`src/rtl/debounce_pkg.sv`:
```
// Shared types and constants for the push-button debouncer.
// The default stability window is 20 ms of samples at a 12 MHz clock.
package debounce_pkg;

  typedef enum logic [1:0] {
    ST_RELEASED     = 2'd0,
    ST_PRESS_WAIT   = 2'd1,
    ST_PRESSED      = 2'd2,
    ST_RELEASE_WAIT = 2'd3
  } state_t;

  localparam int CNT_MAX_DEFAULT = 240000;

endpackage : debounce_pkg

```
`src/rtl/debounce_sync.sv`:
```
// Two-flop synchronizer for the raw button input.
// Resets to 1, the released level, so reset never looks like a press.
module debounce_sync (
  input  logic clk,
  input  logic rst,
  input  logic i_key,
  output logic o_key_sync
);

  logic r_sync1;
  logic r_sync2;

  always_ff @(posedge clk) begin
    if (rst) begin
      r_sync1 <= 1'b1;
      r_sync2 <= 1'b1;
    end else begin
      r_sync1 <= i_key;
      r_sync2 <= r_sync1;
    end
  end

  assign o_key_sync = r_sync2;

endmodule : debounce_sync

```
`src/rtl/debounce.sv`:
```
// Active-low push-button debouncer: accepts a level change only after CNT_MAX consecutive
// equal synchronized samples and emits one registered pulse per accepted press.
module debounce
  import debounce_pkg::*;
#(
  parameter int CNT_MAX = CNT_MAX_DEFAULT
) (
  input  logic   clk,
  input  logic   rst,
  input  logic   key,
  output logic   key_pulse,
  output state_t o_dbg_state
);

  localparam int             CW       = $clog2(CNT_MAX + 1);
  localparam logic [CW-1:0] CNT_ONE  = CW'(1);
  localparam logic [CW-1:0] CNT_LAST = CW'(CNT_MAX - 1);
  localparam bit             SINGLE   = (CNT_MAX == 1);

  logic          w_sync2;
  state_t        r_state;
  state_t        w_state_nxt;
  logic [CW-1:0] r_cnt;
  logic [CW-1:0] w_cnt_nxt;
  logic          r_pulse;
  logic          w_pulse_nxt;

  debounce_sync u_sync (
    .clk        (clk),
    .rst        (rst),
    .i_key      (key),
    .o_key_sync (w_sync2)
  );

  always_ff @(posedge clk) begin
    if (rst) begin
      r_state <= ST_RELEASED;
      r_cnt   <= '0;
      r_pulse <= 1'b0;
    end else begin
      r_state <= w_state_nxt;
      r_cnt   <= w_cnt_nxt;
      r_pulse <= w_pulse_nxt;
    end
  end

  // The first differing sample counts as 1, so the wait states finish on CNT_LAST.
  always_comb begin
    w_state_nxt = r_state;
    w_cnt_nxt   = r_cnt;
    w_pulse_nxt = 1'b0;
    unique case (r_state)
      ST_RELEASED: begin
        w_cnt_nxt = '0;
        if (!w_sync2) begin
          if (SINGLE) begin
            w_state_nxt = ST_PRESSED;
            w_pulse_nxt = 1'b1;
          end else begin
            w_state_nxt = ST_PRESS_WAIT;
            w_cnt_nxt   = CNT_ONE;
          end
        end
      end
      ST_PRESS_WAIT: begin
        if (w_sync2) begin
          w_state_nxt = ST_RELEASED;
          w_cnt_nxt   = '0;
        end else if (r_cnt >= CNT_LAST) begin
          w_state_nxt = ST_PRESSED;
          w_cnt_nxt   = '0;
          w_pulse_nxt = 1'b1;
        end else begin
          w_cnt_nxt = r_cnt + CNT_ONE;
        end
      end
      ST_PRESSED: begin
        w_cnt_nxt = '0;
        if (w_sync2) begin
          if (SINGLE) begin
            w_state_nxt = ST_RELEASED;
          end else begin
            w_state_nxt = ST_RELEASE_WAIT;
            w_cnt_nxt   = CNT_ONE;
          end
        end
      end
      ST_RELEASE_WAIT: begin
        if (!w_sync2) begin
          w_state_nxt = ST_PRESSED;
          w_cnt_nxt   = '0;
        end else if (r_cnt >= CNT_LAST) begin
          w_state_nxt = ST_RELEASED;
          w_cnt_nxt   = '0;
        end else begin
          w_cnt_nxt = r_cnt + CNT_ONE;
        end
      end
      default: begin
        w_state_nxt = ST_RELEASED;
        w_cnt_nxt   = '0;
      end
    endcase
  end

  assign key_pulse   = r_pulse;
  assign o_dbg_state = r_state;

  a_cnt_bound: assert property (@(posedge clk) disable iff (rst) r_cnt <= CNT_LAST);

endmodule : debounce

```
`config.mk`:
```
export PLATFORM = sky130hd
export DESIGN_NAME = debounce
export DESIGN_NICKNAME = d
export VERILOG_FILES = /design/src/rtl/debounce_pkg.sv /design/src/rtl/debounce_sync.sv /design/src/rtl/debounce.sv
export SDC_FILE = /design/constraint.sdc
export NUM_CORES = 1
export LEC_CHECK = 0
export ABC_AREA = 1
export CAP_MARGIN = 10
export CORE_MARGIN = 2
export CORE_UTILIZATION = 61
export DETAILED_ROUTE_END_ITERATION = 8
export PLACE_DENSITY = 0.84
export SETUP_SLACK_MARGIN = 0.5
export SKIP_LAST_GASP = 1
export SLEW_MARGIN = 20
export SYNTH_ARGS = -nofsm -noshare
export SYNTH_HDL_FRONTEND = slang
export SYNTH_SLANG_ARGS = --single-unit
```
`constraint.sdc`:
```
create_clock -name clk -period 3.2 [get_ports clk]
set_input_delay 0.64 -clock clk [delete_from_list [all_inputs] [get_ports clk]]
set_output_delay 0.64 -clock clk [all_outputs]
set_load 0.01 [all_outputs]
```
==> flow_metrics.tcl, run 1 <==
set metrics [dict create \
    status "finished clean" \
    timing.critical_path.slowest_stage_cell "sky130_fd_sc_hd__clkdlybuf4s50_1" \
    cts_root_buffer "sky130_fd_sc_hd__clkbuf_4" \
    number_of_global_route_vias_before_repair 740 \
    fmax_mhz 505 \
    grt.overflow.total 0 \
    cts_tree "done" \
    comb_power_share_pct 2.1 \
    vdd_ir_drop_max_v 0.000373 \
    hold-path-cell-count 1 \
    totalWireLength_mm 1.75 \
    endpoint_kind "output pin" \
    hold_path_class "flop to flop" \
    synth_sequential_area_ratio_pct 40.3 \
    synthCells 145 \
    globalRouteMet1Util_pct 22.5 \
    dieWidth_microns 47.3 \
    post_cts_resized 0 \
    antenna_violating_nets_post_route 0 \
    layout_common_cells "sky130_fd_sc_hd__nand2_1 (27), sky130_fd_sc_hd__dfxtp_1 (23), sky130_fd_sc_hd__nor2_1 (22)" \
    slew_viol_final 0 \
    cp_top_family "buffers and inverters" \
    tightestPinTransition_ps 300 \
    design.die.area_sq_um 2240 \
    detail_route.drc_violations 0 \
    startpoint_type "flop" \
    r2r_setup_slack_ps 1600 \
    drtPass1Iterations 4 \
    top_usage_layer "met2" \
    ctsHtreeMaxLevel 1 \
    antenna_found_initial 0 \
    grt_util_all_layers_pct 18.5 \
    setup_viol 0 \
    p_sw_share_pct 20.6 \
    grt_max_degree 17 \
    grt_util_met2_pct 32.2 \
    drtIter0Drc 6 \
    dp_hpwl_mm 1.38 \
    cp_data_arrival_time_ps 1340 \
    vias 863 \
    antenna-diode-count 0 \
    power_density_nw_per_um2 347 \
    finalHoldViolations 0 \
    total_power_mw 0.428 \
    mappedNetlistNets 149 \
    clkTransAtPathRegs_ps 120 \
    num-nets-final 158 \
    numClockSinks 23 \
    io-pin-count 6 \
    ctsLongestPathBuffers 2 \
    p_clk_share_pct 30.2 \
    critPathMaxStageDelay_ps 580 \
    globalplace.congestion 0.780 \
    worst_ep_required_time_ps 2560 \
    worstRegToRegCells 10 \
    final_layout_size_suffix_gt1_share_pct 20.3 \
    type_of_the_setup_path_with_the_least_slack "flop to output pin" \
    cts_hold_buffers_added 0 \
    num_rows 15 \
    leakage_power_total_nw 0.464 \
    synthesized_area_sq_um 1140 \
    grt_first_pass_wirelength_mm 2.91 \
    worst_clock_skew_ps 3.51 \
    finalSetupTns_ps 0 \
    critical_path.cell_chain "clkdlybuf4s50_1" \
    maxCapViolations 0 \
    synth-warning-count 0 \
    core_area_sq_um 1750 \
    postSynthAreaPerCell_sq_um 7.89 \
    die_height_microns 47.3 \
    crit-reg2reg-launch "r_cnt[0]$_SDFF_PP0_" \
    share_seq_of_total_power_pct 67.7 \
    initial_utilization_pct 65.5 \
    routed_wire_length_per_instance_microns 9.85 \
    worstPathBufferInverterCount 1 \
    pint_mw 0.339 \
    cts_setup_buffers 0 \
    grt_setup_unrepaired "no" \
    post-route-min-period_ps 1980 \
    ys_types 23 \
    post-route-period-util_pct 61.9 \
    holdPathEnd "u_sync.o_key_sync$_SDFF_PP1_" \
    switchingPower_mw 0.0883 \
    final_common_cell "sky130_fd_sc_hd__nand2_1" \
    global_route.usage.met3_pct 4.62 \
    clock_latency_ps 300 \
    flops_latches_synth 23 \
    reg2reg_to "r_cnt[9]$_SDFF_PP0_" \
    cts_made_buffers 3 \
    area_growth_syn_to_layout_pct 7.77 \
    vias_per_cell 4.85 \
    holdCritStartpoint "u_sync.r_sync1$_SDFF_PP1_" \
    critical_path.max_fanout 7 \
    slew_margin_rel_pct 79.9 \
    io_buffers 5 \
]
==> Yosys cell counts <==
library cell                n  share of area (%)
sky130_fd_sc_hd__a21oi_1    1               0.44
sky130_fd_sc_hd__buf_12     1                1.8
sky130_fd_sc_hd__dfxtp_1   23                 40
sky130_fd_sc_hd__ha_1       1                1.1
sky130_fd_sc_hd__inv_1     14                4.6
sky130_fd_sc_hd__inv_2      2               0.66
sky130_fd_sc_hd__nand2_1   27                8.9
sky130_fd_sc_hd__nand2_2    4                2.2
sky130_fd_sc_hd__nand2_4    1               0.98
sky130_fd_sc_hd__nand3_1    7                3.1
sky130_fd_sc_hd__nand3_2    2                1.8
sky130_fd_sc_hd__nand4_1    3                1.6
sky130_fd_sc_hd__nor2_1    22                7.2
sky130_fd_sc_hd__nor2_2    10                5.5
sky130_fd_sc_hd__nor2_4     4                3.9
sky130_fd_sc_hd__nor3_1     3                1.3
sky130_fd_sc_hd__nor3_4     1                1.4
sky130_fd_sc_hd__nor3b_1    1               0.66
sky130_fd_sc_hd__o211ai_1   1               0.66
sky130_fd_sc_hd__o21ai_0    1               0.44
sky130_fd_sc_hd__or2_2      3                1.6
sky130_fd_sc_hd__xnor2_1    3                2.3
sky130_fd_sc_hd__xor2_1    10                7.7
==> layout make-up <==
type / count / area (sq um)
timing repair buffer: 5 / 50.0
tap: 25 / 31.3
sequential: 23 / 460
fill: 148 / 513
clock inverter: 1 / 5.00
multi-input combinational: 105 / 603
inverter: 16 / 60.1
clock buffer: 3 / 22.5
==> power by group through the flow <==
stage	clock network [mW]	registers (mW)	logic [mW]
floorplan	0	0.296	0.00440
CTS	0.134	0.289	0.00894
global route	0.145	0.290	0.00984
detailed placement	0	0.296	0.00891
global placement	0	0.296	0.00837
finish	0.129	0.289	0.00891
==> state kept, by name, summed over array words and instances, names as in the netlist, named ones only <==
name	cells
r_cnt	18
o_dbg_state	1
key_pulse	1
u_sync.r_sync1	1
u_sync.o_key_sync	1
==> metrics by stage <==
step	cell area, sq um	utilization [%]	worst slack [ps]	cells	hold slack (ps)
floorplan	1140	-	1780	145	389
global placement	1200	69.0	1510	174	400
detailed placement	1200	69.0	1420	174	399
CTS	1230	70.6	1220	178	429
global route	1230	70.6	1150	178	442
finish	1230	70.6	1220	178	426
==> metal layers <==
layer	wire, microns	up-vias
li1	-	462
met1	814	391
met2	881	8
met3	40	2
met4	16	0
met5	0	-
==> worst max path at each step <==
stage,start,to,cells after the start
floorplan,r_cnt[0]$_SDFF_PP0_,r_cnt[10]$_SDFF_PP0_,11
global placement,rst,r_cnt[17]$_SDFF_PP0_,4
detailed placement,rst,r_cnt[9]$_SDFF_PP0_,4
CTS,o_dbg_state[0]$_SDFFE_PP0P_,o_dbg_state[0],1
global route,o_dbg_state[0]$_SDFFE_PP0P_,o_dbg_state[0],1
finish,o_dbg_state[0]$_SDFFE_PP0P_,o_dbg_state[0],1
==> logic make-up (layout without fill, tap and decap cells) <==
kind of cell | after synthesis | count (layout) | share of synthesized area (%)
AO/OA/AOI/OAI | 3 | 3 | 1.53
AND/OR/NAND/NOR | 88 | 88 | 40.2
buffers and inverters | 17 | 25 | 7.00
XOR/XNOR | 13 | 13 | 9.96
flip-flops | 23 | 23 | 40.3
adder cells (fa/ha/maj) | 1 | 1 | 1.09
Note: power is estimated with default switching activity, not from simulation.
==> inputs of run 2 (changes only) <==
- CORE_UTILIZATION: 61 -> 57
- PLACE_DENSITY: 0.84 -> 0.79
- clock period: 3.2 -> 2 ns (I/O delays scaled with it)
==> run 2 against run 1 <==
Critical path depth unchanged. Sequential share of layout area is 2.4 points lower. Cell area increased by 9.6%. Utilization shrank 0.30 points. Routed wire length is 25% higher. Register-to-register slack got worse by 1100 ps. Worst setup slack worse by 680 ps. Hold slack better by 11 ps. Critical endpoint is now o_dbg_state[1].
==> flow_metrics.tcl, run 2 (synthesis gave the netlist of run 1 again) <==
set metrics [dict create \
    drtIter0Drc 11 \
    number_of_global_route_vias_before_repair 858 \
    tightestPinTransition_ps 310 \
    fin_cells 186 \
    grt_util_all_layers_pct 20.1 \
    totalWireLength_mm 2.19 \
    clock_latency_ps 310 \
    antenna_found_initial 0 \
    setup_viol 0 \
    final_layout_size_suffix_gt1_share_pct 31.4 \
    detail_route.drc_violations 0 \
    dieWidth_microns 48.8 \
    critical_path.max_fanout 5 \
    layout_common_cells "sky130_fd_sc_hd__nand2_1 (26), sky130_fd_sc_hd__nor2_1 (21), sky130_fd_sc_hd__dfxtp_1 (17)" \
    worst_clock_skew_ps 5.78 \
    power_density_nw_per_um2 512 \
    ctsLongestPathBuffers 2 \
    placement.cell_area_sq_um 1210 \
    startpoint_type "flop" \
    worstRegToRegCells 10 \
    cp_top_family "flip-flops" \
    grt_setup_unrepaired "yes" \
    numClockSinks 23 \
    status "finished clean" \
    cts_tree "done" \
    post-route-period-util_pct 72.8 \
    hold_path_class "flop to flop" \
    vias_per_cell 5.01 \
    cp_data_arrival_time_ps 1060 \
    hold-path-cell-count 1 \
    total_power_mw 0.692 \
    r2r_setup_slack_ps 550 \
    critical_path.cell_chain "dlygate4sd2_1" \
    worstPathBufferInverterCount 1 \
    finalSetupTns_ps 0 \
    crit-reg2reg-launch "r_cnt[0]$_SDFF_PP0_" \
    die_height_microns 48.8 \
    regMostFlops "r_cnt" \
    stdcell_area_sq_um 1350 \
    antenna-diode-count 0 \
    area_growth_syn_to_layout_pct 18.2 \
    leakage_power_total_nw 0.535 \
    slew_margin_rel_pct 79.3 \
    critPathMaxStageDelay_ps 420 \
    globalplace.congestion 0.876 \
    slew_viol_final 0 \
    initial_utilization_pct 59.5 \
    cts_made_buffers 3 \
    core_area_sq_um 1920 \
    worst_setup_path_endpoint "o_dbg_state[1]" \
    reg2reg_to "r_cnt[12]$_SDFF_PP0_" \
    grt_max_degree 13 \
    final_common_cell "sky130_fd_sc_hd__nand2_1" \
    fin_util_pct 70.3 \
    drtPass1Iterations 4 \
    finalHoldViolations 0 \
    grt_first_pass_wirelength_mm 3.59 \
    post-route-min-period_ps 1460 \
    vias 932 \
    ctsHtreeMaxLevel 1 \
    io-pin-count 6 \
    fmax_mhz 687 \
    largest_register_ffs 18 \
    type_of_the_setup_path_with_the_least_slack "flop to output pin" \
    clkTransAtPathRegs_ps 120 \
    cts_root_buffer "sky130_fd_sc_hd__clkbuf_4" \
    num_rows 16 \
    timing.critical_path.slowest_stage_cell "sky130_fd_sc_hd__dfxtp_1" \
    vdd_ir_drop_max_v 0.000456 \
    grt.overflow.total 0 \
    endpoint_kind "output pin" \
    maxCapViolations 0 \
    dp.cells 176 \
    dp_hpwl_mm 1.36 \
    cp.depth 1 \
    num-nets-final 164 \
    worst_ep_required_time_ps 1600 \
    routed_wire_length_per_instance_microns 11.8 \
    io_buffers 5 \
    design.die.area_sq_um 2380 \
    fillerInstances 175 \
    antenna_violating_nets_post_route 0 \
]
run 2: area by class of cell:
class	count	area, sq um	area share (%)
Inverter	16	60.1	4.44
Tap cell	27	33.8	2.50
Multi-Input combinational cell	106	671	49.6
Clock buffer	4	26.3	1.94
Timing Repair Buffer	10	87.6	6.48
Sequential cell	23	473	35.0
run 2: power by group:
group	total (mW)	switching (mW)	internal (mW)	leakage (nW)
logic	0.0173	0.00906	0.00821	0.331
clock network	0.214	0.136	0.0780	0.0150
registers	0.461	0.00238	0.459	0.189
total	0.692	0.147	0.545	0.535
run 2: per-layer routing:
metal  wire (microns)  up-vias  part of all wire (%)  global-route usage (%)
li1                 -      483                     -                       -
met1              935      425                    43                    25.2
met2             1110       15                    51                    33.1
met3               55        9                   2.5                    3.68
met4               88        0                   4.0                    10.0
met5                0        -                     0                       0
run 2: worst min path at each step:
stage,start,end,slack (ps)
CTS,u_sync.r_sync1$_SDFF_PP1_,u_sync.o_key_sync$_SDFF_PP1_,440
global placement,u_sync.r_sync1$_SDFF_PP1_,u_sync.o_key_sync$_SDFF_PP1_,400
global route,u_sync.r_sync1$_SDFF_PP1_,u_sync.o_key_sync$_SDFF_PP1_,450
floorplan,u_sync.r_sync1$_SDFF_PP1_,u_sync.o_key_sync$_SDFF_PP1_,390
finish,u_sync.r_sync1$_SDFF_PP1_,u_sync.o_key_sync$_SDFF_PP1_,440
detailed placement,u_sync.r_sync1$_SDFF_PP1_,u_sync.o_key_sync$_SDFF_PP1_,410
run 2: timing repair:
item	4_1_cts	5_1_grt
buffers inserted	4	1
hold buffers	0	0
cloned	1	0
gates resized for setup	10	13
endpoints found under the setup margin	19	20
pin swaps	5	5
run 2: stage by stage:
| step | worst slack (ps) | hold slack [ps] |
|---|---|---|
| floorplan | 583 | 389 |
| detailed placement | 461 | 414 |
| global placement | 504 | 397 |
| CTS | 327 | 443 |
| finish | 544 | 437 |
| global route | 479 | 446 |
